===== src/rtl/fetch_pkg.sv =====
// Shared types and constants for the instruction fetch stage.
// Imported by the fetch buffer and the fetch unit top.
package fetch_pkg;

  localparam logic [31:0] RESET_PC_DEF = 32'h0000_0000;
  localparam logic [31:0] INSTR_NOP    = 32'h0000_0013;

  typedef struct packed {
    logic [31:0] pc;
    logic [31:0] instr;
  } fetch_entry_t;

  function automatic int clog2(input int value);
    int r;
    r = 0;
    while ((1 << r) < value) begin
      r++;
    end
    return r;
  endfunction

endpackage


===== src/rtl/fetch_fifo.sv =====
// Small synchronous FIFO with flush; head is read from registered storage.
// Used both as the fetched-instruction buffer and as the in-flight PC queue.
module fetch_fifo
  import fetch_pkg::*;
#(
  parameter int WIDTH = 32,
  parameter int DEPTH = 2,
  localparam int AW = (DEPTH > 1) ? clog2(DEPTH) : 1,
  localparam int CW = clog2(DEPTH + 1)
) (
  input  logic             clk,
  input  logic             rst,
  input  logic             flush,
  input  logic             push,
  input  logic [WIDTH-1:0] push_data,
  input  logic             pop,
  output logic [WIDTH-1:0] head_data,
  output logic [CW-1:0]    count
);

  logic [WIDTH-1:0] mem_q [DEPTH];
  logic [WIDTH-1:0] mem_d [DEPTH];
  logic [AW-1:0]    wr_ptr_q, wr_ptr_d;
  logic [AW-1:0]    rd_ptr_q, rd_ptr_d;
  logic [CW-1:0]    count_q, count_d;
  logic             full;
  logic             do_push;
  logic             do_pop;

  function automatic logic [AW-1:0] nxt(
    input logic [AW-1:0] p
  );
    if (32'(p) == DEPTH - 1) begin
      return '0;
    end
    return p + 1'b1;
  endfunction

  assign full      = (count_q == CW'(DEPTH));
  assign do_pop    = pop && !flush && (count_q != '0);
  assign do_push   = push && !flush && (!full || do_pop);
  assign head_data = mem_q[rd_ptr_q];
  assign count     = count_q;

  always_comb begin
    mem_d    = mem_q;
    wr_ptr_d = wr_ptr_q;
    rd_ptr_d = rd_ptr_q;
    count_d  = count_q;
    if (flush) begin
      wr_ptr_d = '0;
      rd_ptr_d = '0;
      count_d  = '0;
    end else begin
      if (do_push) begin
        mem_d[wr_ptr_q] = push_data;
        wr_ptr_d        = nxt(wr_ptr_q);
      end
      if (do_pop) begin
        rd_ptr_d = nxt(rd_ptr_q);
      end
      count_d = count_q + CW'(do_push) - CW'(do_pop);
    end
  end

  always_ff @(posedge clk or posedge rst) begin
    if (rst) begin
      for (int i = 0; i < DEPTH; i++) begin
        mem_q[i] <= '0;
      end
      wr_ptr_q <= '0;
      rd_ptr_q <= '0;
      count_q  <= '0;
    end else begin
      mem_q    <= mem_d;
      wr_ptr_q <= wr_ptr_d;
      rd_ptr_q <= rd_ptr_d;
      count_q  <= count_d;
    end
  end

  // Credit logic upstream must keep these from ever firing.
  a_no_overflow: assert property (
    @(posedge clk) disable iff (rst)
    !(push && !flush && full && !pop)
  );

  a_no_underflow: assert property (
    @(posedge clk) disable iff (rst)
    !(pop && !flush && (count_q == '0))
  );

endmodule


===== src/rtl/fetch_unit.sv =====
// Instruction fetch stage: owns the fetch PC, issues word requests,
// buffers returned words and presents the head entry to IF/ID.
module fetch_unit
  import fetch_pkg::*;
#(
  parameter logic [31:0] RESET_PC        = RESET_PC_DEF,
  parameter int          FIFO_DEPTH      = 2,
  parameter int          MAX_OUTSTANDING = 2
) (
  input  logic        clk,
  input  logic        rst,
  input  logic        redirect_valid,
  input  logic [31:0] redirect_pc,
  input  logic        stall,
  output logic        imem_req_valid,
  input  logic        imem_req_ready,
  output logic [31:0] imem_req_addr,
  input  logic        imem_rsp_valid,
  input  logic [31:0] imem_rsp_data,
  output logic [31:0] pc_out,
  output logic [31:0] instruction_out,
  output logic        valid_out
);

  localparam int FCW = clog2(FIFO_DEPTH + 1);
  localparam int OCW = clog2(MAX_OUTSTANDING + 1);

  logic [31:0]    fetch_pc_q, fetch_pc_d;
  logic [OCW-1:0] live_q, live_d;
  logic [OCW-1:0] drop_q, drop_d;
  fetch_entry_t   hold_q, hold_d;

  fetch_entry_t   ifq_head;
  fetch_entry_t   ifq_wdata;
  logic [FCW-1:0] ifq_count;
  logic [31:0]    pcq_head;
  logic [OCW-1:0] pcq_count;

  logic rsp_live;
  logic rsp_drop;
  logic req_fire;
  logic credit_ok;
  logic ifq_nonempty;
  logic ifq_pop;
  logic unused_pc_bits;

  assign unused_pc_bits = ^redirect_pc[1:0];

  assign ifq_nonempty = (ifq_count != '0);
  assign rsp_drop     = imem_rsp_valid && (drop_q != '0);
  assign rsp_live     = imem_rsp_valid && (drop_q == '0);

  // Reserve buffer space for every live request so responses never stall.
  assign credit_ok =
    (32'(live_q) + 32'(ifq_count) < 32'(FIFO_DEPTH)) &&
    (32'(live_q) + 32'(drop_q) < 32'(MAX_OUTSTANDING));

  assign imem_req_valid = !rst && !redirect_valid && credit_ok;
  assign imem_req_addr  = fetch_pc_q;
  assign req_fire       = imem_req_valid && imem_req_ready;

  assign valid_out = ifq_nonempty && !redirect_valid;
  assign ifq_pop   = valid_out && !stall;

  assign ifq_wdata = '{pc: pcq_head, instr: imem_rsp_data};

  assign pc_out          = ifq_nonempty ? ifq_head.pc
                                        : hold_q.pc;
  assign instruction_out = ifq_nonempty ? ifq_head.instr
                                        : hold_q.instr;

  fetch_fifo #(
    .WIDTH ($bits(fetch_entry_t)),
    .DEPTH (FIFO_DEPTH)
  ) u_ifq (
    .clk       (clk),
    .rst       (rst),
    .flush     (redirect_valid),
    .push      (rsp_live),
    .push_data (ifq_wdata),
    .pop       (ifq_pop),
    .head_data (ifq_head),
    .count     (ifq_count)
  );

  fetch_fifo #(
    .WIDTH (32),
    .DEPTH (MAX_OUTSTANDING)
  ) u_pcq (
    .clk       (clk),
    .rst       (rst),
    .flush     (redirect_valid),
    .push      (req_fire),
    .push_data (fetch_pc_q),
    .pop       (rsp_live),
    .head_data (pcq_head),
    .count     (pcq_count)
  );

  always_comb begin
    fetch_pc_d = fetch_pc_q;
    live_d     = live_q;
    drop_d     = drop_q;
    if (redirect_valid) begin
      fetch_pc_d = {redirect_pc[31:2], 2'b00};
      live_d     = '0;
      // Whatever is still live becomes stale and must be discarded.
      drop_d     = drop_q + live_q
                 - OCW'(rsp_live) - OCW'(rsp_drop);
    end else begin
      if (req_fire) begin
        fetch_pc_d = fetch_pc_q + 32'd4;
      end
      live_d = live_q + OCW'(req_fire) - OCW'(rsp_live);
      drop_d = drop_q - OCW'(rsp_drop);
    end
  end

  always_comb begin
    hold_d = hold_q;
    if (ifq_nonempty) begin
      hold_d = ifq_head;
    end
  end

  always_ff @(posedge clk or posedge rst) begin
    if (rst) begin
      fetch_pc_q <= RESET_PC;
      live_q     <= '0;
      drop_q     <= '0;
      hold_q     <= '{pc: 32'h0, instr: INSTR_NOP};
    end else begin
      fetch_pc_q <= fetch_pc_d;
      live_q     <= live_d;
      drop_q     <= drop_d;
      hold_q     <= hold_d;
    end
  end

  a_pcq_tracks_live: assert property (
    @(posedge clk) disable iff (rst)
    pcq_count == live_q
  );

endmodule


===== config.mk =====
export PLATFORM = sky130hd
export DESIGN_NAME = fetch_unit
export DESIGN_NICKNAME = d
export VERILOG_FILES = /design/src/rtl/fetch_pkg.sv /design/src/rtl/fetch_fifo.sv /design/src/rtl/fetch_unit.sv
export SDC_FILE = /design/constraint.sdc
export NUM_CORES = 1
export LEC_CHECK = 0
export CORE_UTILIZATION = 55
export DETAILED_ROUTE_END_ITERATION = 16
export DONT_BUFFER_PORTS = 1
export PLACE_DENSITY = 0.7
export SLEW_MARGIN = 20
export SYNTH_ARGS = -nofsm -noshare
export SYNTH_HDL_FRONTEND = slang
export SYNTH_SLANG_ARGS = --single-unit

===== constraint.sdc =====
create_clock -name clk -period 11.41 [get_ports clk]
set_input_delay 1.141 -clock clk [delete_from_list [all_inputs] [get_ports clk]]
set_output_delay 1.141 -clock clk [all_outputs]
set_load 0.05 [all_outputs]

### Word level (Yosys, flattened, before mapping)

Index checks and enable logic that the tools add are counted.

* logic and storage cells: 130
* register bits after elaboration: 300
* output and inout bits: 98

* reductions and logical operators: 35
* equality and inequality tests: 2
* mux-type cells: 48
* add/sub/neg operators: 17
* bitwise operators: 5
* order comparisons: 8

Operators with widths (number)
* 32-bit two-way mux: 8
* 64-bit two-way mux: 4
* 128-bit bitwise mux: 1
* 64-bit bitwise mux: 1
* 64-bit demux with 1-bit select: 1
* 32-bit by 3-bit adder with 32-bit output, second input constant: 1
* 32-bit demux with 1-bit select: 1
* 1-bit two-way mux: 28
* 1-bit logical AND: 17
* 2-bit nonzero test: 8
* 2-bit by 1-bit subtractor with 2-bit output: 6
* 2-bit greater-or-equal comparator, second input constant: 4
* 2-bit two-way mux: 4
* 1-bit inverter with 2-bit output: 4
* 2-bit by 1-bit adder with 2-bit output: 3
* 2-bit by 2-bit adder with 3-bit output: 2
* 3-bit by 2-bit less-than comparator with 1-bit output, second input constant: 2
* 1-bit logical NOT: 5
* 1-bit adder, second input constant: 4
* 2-bit == test, second input constant: 2
* 2-bit by 1-bit less-than comparator with 1-bit output, second input constant: 2
* 2-bit AND reduction: 2
* 2-bit adder: 1
* 2-bit logical NOT: 1
* other kinds (2): 3

### Logic depth before layout (Yosys ltp)

* word-level depth: 12
* depth in mapped cells: 11
* mapped depth without buffers: 10

### By module

A second synthesis with hierarchy kept.

* cell total of the unflattened synthesis: 941
* area, all modules: 13719.4 µm²

Modules (own cells, without submodules)
* fetch_fifo (u_ifq): instances 1, cells each 364, area each 6042.0 µm²
* fetch_unit: instances 1, cells each 383, area each 4543.1 µm²
* fetch_fifo (u_pcq): instances 1, cells each 194, area each 3134.3 µm²

### Worst setup path before layout

No wires, ideal clock.

* path kind: input-to-output
* start: in rst
* end: out imem_req_valid
* arrival time: 3.067 ns
* buffers on the path: 1
* data required time: 10.269 ns
* path slack: 7.202 ns
* stages on the path: 3
* path through: or3_1 -> clkbuf_4 -> nor4_1

* longest elaborated chain between the ends: 3

RTL lines
* start: declaration: line fetch_unit.sv:11 `input logic rst,`
* 1-bit logical NOT (no source line)
* 1-bit logical AND (2 in a row): line fetch_unit.sv:58 `assign imem_req_valid = !rst && !redirect_valid && credit_ok;`
* end: declaration: line fetch_unit.sv:15 `output logic imem_req_valid,`

Every way passes these cells.

### Final worst setup path

* start: reg u_ifq.count_q[1], in the netlist u_ifq.count[1]
* end: out pc_out[14]

* longest elaborated chain between the ends: 2

RTL lines
* start: declaration: line fetch_fifo.sv:25 `logic [CW-1:0] count_q, count_d;`
* start signal: assignment: line fetch_fifo.sv:78 `count_q <= count_d;`
* 2-bit nonzero test: line fetch_unit.sv:49 `assign ifq_nonempty = (ifq_count != '0);`
* 32-bit two-way mux: line fetch_unit.sv:67 `assign pc_out = ifq_nonempty ? ifq_head.pc`
* end: declaration: line fetch_unit.sv:20 `output logic [31:0] pc_out,`

Every way passes these cells.

==> results.md <==
* Status: finished with violations
* Failing checks: design-rule violations
* Clock Latency Late Sink at 550 ps
* Clock tree sinks at 288
* Syn_area_per_cell at 11.8 um^2
* Synth-to-Final Area Change at 9.71%
* Post-synthesis cell count at around 1100
* Slew headroom at 20.5%
* Max FO, Critical Path at 98
* Unrepaired setup endpoints after global routing: no
* Die extent in y at 152 um
* Psw at between 1.5 and 2 mW
* Crit path kind: register to output pin
* Fmax at 0.229 GHz
* Synth warnings at 0
* Global-route wire length before repair at 41600 um
* Via/cell ratio at around 5.7
* Worst Path Required at 10270 ps
* Seq/Total Area, Yosys at 57.9%
* CP max stage cell: buf_4
* # setup viols final at 0
* Layout Skew at 18.7 ps
* Routed WL per cell at 18.7 um
* Worst-path clk slew at 60 ps
* Largest net degree at the start of global routing at 133
* Clock Tree Root: clkbuf_16
* Layout fillers at 1760
* IO Port Bufs at 0
* Drt first pass iters at 10
* Switching part of the total at 40.2%
* Simple-Gate Fraction of Synth Area at 9.47%
* Compound-Gate Fraction of Synth Area at 7.13%
* Least-Margin Pin Slew at ~1200 ps
* Count leader, synth: dfrtp_1
* Crit path buf inv count at 1
* Slew Limit Fails at 0
* Post-Synth XOR/XNOR Area at under 10%
* Hold Vio Cnt, Final at 0
* CTS Buf Count at 30
* Area contributors post-synth: dfrtp_1 57%, mux2_2 11%, mux2i_1 7.6%
* CP delay by family, top: buffers and inverters
* Synthesized area at 0.0125 mm^2
* Crit path DAT at 3220 ps
* WL final at 25000 um
* CTS max path bufs at 3
* CTS Hold Bufs at 0
* Most used DFF post-synth: dfrtp_1
* Combinational fraction of design power at 34.4%
* CP Capture Type: output pin
* Static leakage at 5.97 nW
* Util after Layout at 62.0%
* HPWL after DPL at roughly 16000 um
* Synth top area share at 57.3%
* Final worst path period share at 38.2%
* Starting DRT DRC Count at around 350
* Post-synth ARST share at between 90% and 100%
* Top Usage Layer GRT: met2
* Routing usage on met3 at 6.03%
* Largest family of logic cells by synthesized area: multiplexers
* CTS resizes at 0
* Remaining routing DRC violations at 12
* Detail Route Antenna Nets at 0
* Synth area leader: dfrtp_1
* RD Place Congestion at 0.797
* Diodes inserted at 0
* Routing usage on met2 at approximately a third
* Power per standard cell area at 301 mW/mm^2
* Die Wd at 152 um
* Fin crit period at ~4400 ps
* Io pins at about 170
* Site row count at 54
* Crit-path cells: nor2_4 -> buf_4 -> nand2_1 -> o21ai_1
* Core Region at 0.0220 mm^2
* VDD IR max at 0.000131 V
* Met1 usage in global routing at a little under a third
* Register area at 0.00721 mm^2
* DR vias at ~7600
* Fraction of synthesized area in multiplexers at 18.9%
* Netlist cell types at 54
* Min-Delay Path Class: register to register
* Setup TNS at 0 ps
* GRT overflow at 0
* MaxCap Viol Count at 0
* Area of the die at 0.0232 mm^2
* Top cells by count, synth: 285 x dfrtp_1, 143 x nand2_1, 125 x mux2_2
* Multi-input logic area at 0.00494 mm^2
* CP startpoint kind: register
* Htree depth at 1
* Initial antenna violation count at 0
* Initial Utilization at roughly 57%
* Post-CTS setup buffers at 0
* Flops & latches, synth at around 290
* Int Pwr at 2.46 mW
* Post-synth EDFFs at 0
* GRT Overall Usage at ~22%
* Post-Synth Adder-Cell Area at under 10%
* Worst path max stage delay at 810 ps
* Vias in the first global route at 7711
* Nets at 1115
* Clock tree from TritonCTS: done
* Clk network pwr share at 24.6%
* Layout cells sized above 1 at a little under a fifth
* Sequential fraction of design power at between 40% and 50%
==> logic make-up (layout without fill, tap and decap cells) <==
logic type,after synthesis,count (layout)
AO/OA/AOI/OAI,166,166
XOR/XNOR,30,30
adder cells (fa/ha/maj),13,13
buffers and inverters,78,76
flip-flops,288,288
multiplexers,220,220
other,1,4
AND/OR/NAND/NOR,259,259
==> power groups by stage <==
stage	Clock, mW	Sequential, mW	Combinational, mW
2_1_floorplan	0	1.64	1.24
3_3_place_gp	0	1.68	1.39
3_5_place_dp	0	1.70	1.42
4_1_cts	1.03	1.69	1.42
5_1_grt	1.07	1.74	1.54
6_report	1.01	1.68	1.41
==> routing by layer <==
layer  wire [um]  part of all wire [%]  vias up
met1       11500                    46     3758
met5           0                     0        -
met2       11400                    46      190
met3        1860                   7.4       28
li1            -                     -     3616
met4         292                   1.2        0
==> cell usage in the layout (no fill, tap or decap), types with 2 or more instances in the layout <==
| cell | n |
|---|---|
| dfrtp_1 | 284 |
| nand2_1 | 141 |
| mux2_2 | 125 |
| mux2i_1 | 95 |
| o21ai_1 | 60 |
| o21ai_0 | 54 |
| nor2_1 | 44 |
| a21oi_1 | 34 |
| clkbuf_16 | 30 |
| xor2_1 | 16 |
| nand3_1 | 15 |
| xnor2_1 | 14 |
| inv_1 | 12 |
| clkbuf_1 | 12 |
| nand4_1 | 10 |
| ha_1 | 10 |
| nor3_1 | 8 |
| nor4_1 | 7 |
| clkbuf_8 | 7 |
| buf_4 | 6 |
| and4_1 | 4 |
| conb_1 | 4 |
| bufinv_16 | 4 |
| nor2b_1 | 3 |
| o211ai_1 | 3 |
| o311ai_0 | 3 |
| and3_1 | 3 |
| fa_1 | 3 |
| dfstp_2 | 3 |
| nor3b_1 | 2 |
| or3_1 | 2 |
| o211a_1 | 2 |
| and2_1 | 2 |
| inv_8 | 2 |
| or4_1 | 2 |
| o21ai_2 | 2 |
==> flip-flops by register name (all words and copies together), names as in the netlist <==
| register | count |
|---|---|
| u_pcq.wr_ptr_q | 1 |
| u_pcq.count | 2 |
| u_ifq.wr_ptr_q | 1 |
| u_ifq.count | 2 |
| u_pcq.mem_q | 60 |
| u_pcq.rd_ptr_q | 1 |
| hold_q | 62 |
| u_ifq.rd_ptr_q | 1 |
| imem_req_addr | 30 |
| u_ifq.mem_q | 124 |
| drop_q | 2 |
| live_q | 2 |
==> worst paths after layout <==
path	startpoint	end	slack, ps	cells after the start
min	u_pcq.rd_ptr_q$_DFFE_PP0P_	u_pcq.rd_ptr_q$_DFFE_PP0P_	470	1
min in group asynchronous	rst	imem_req_addr[12]$_DFFE_PP0P_	610	1
max reg2reg	drop_q[1]$_DFF_PP0_	u_ifq.mem_q[65]$_DFFE_PP0P_	7880	5
max in group asynchronous	rst	u_ifq.mem_q[90]$_DFFE_PP0P_	9420	2
min reg2reg	u_pcq.rd_ptr_q$_DFFE_PP0P_	u_pcq.rd_ptr_q$_DFFE_PP0P_	470	1
max	u_ifq.count[1]$_DFF_PP0_	pc_out[14]	7050	4
==> stage by stage <==
step	instance area, um^2	power (mW)	hold slack [ps]	setup WS (ps)	std cells
detailed placement	12600	3.12	470	7300	1280
floorplan	12500	2.87	450	2320	1058
finish	13700	4.11	474	7050	1336
global route	13700	4.36	504	6800	1336
CTS	13600	4.14	478	7040	1336
global placement	12600	3.08	460	7320	1280
==> final cells by class <==
cell class                 count  share of cell area, %
inverter                      13                  0.412
clock inverter                 7                   1.12
clock buffer                  49                   6.53
timing repair buffer           7                  0.412
tap                          280                   2.56
sequential                   288                   52.8
multi-input combinational    692                   36.1
No activity file was read; power rests on OpenSTA's default activity.
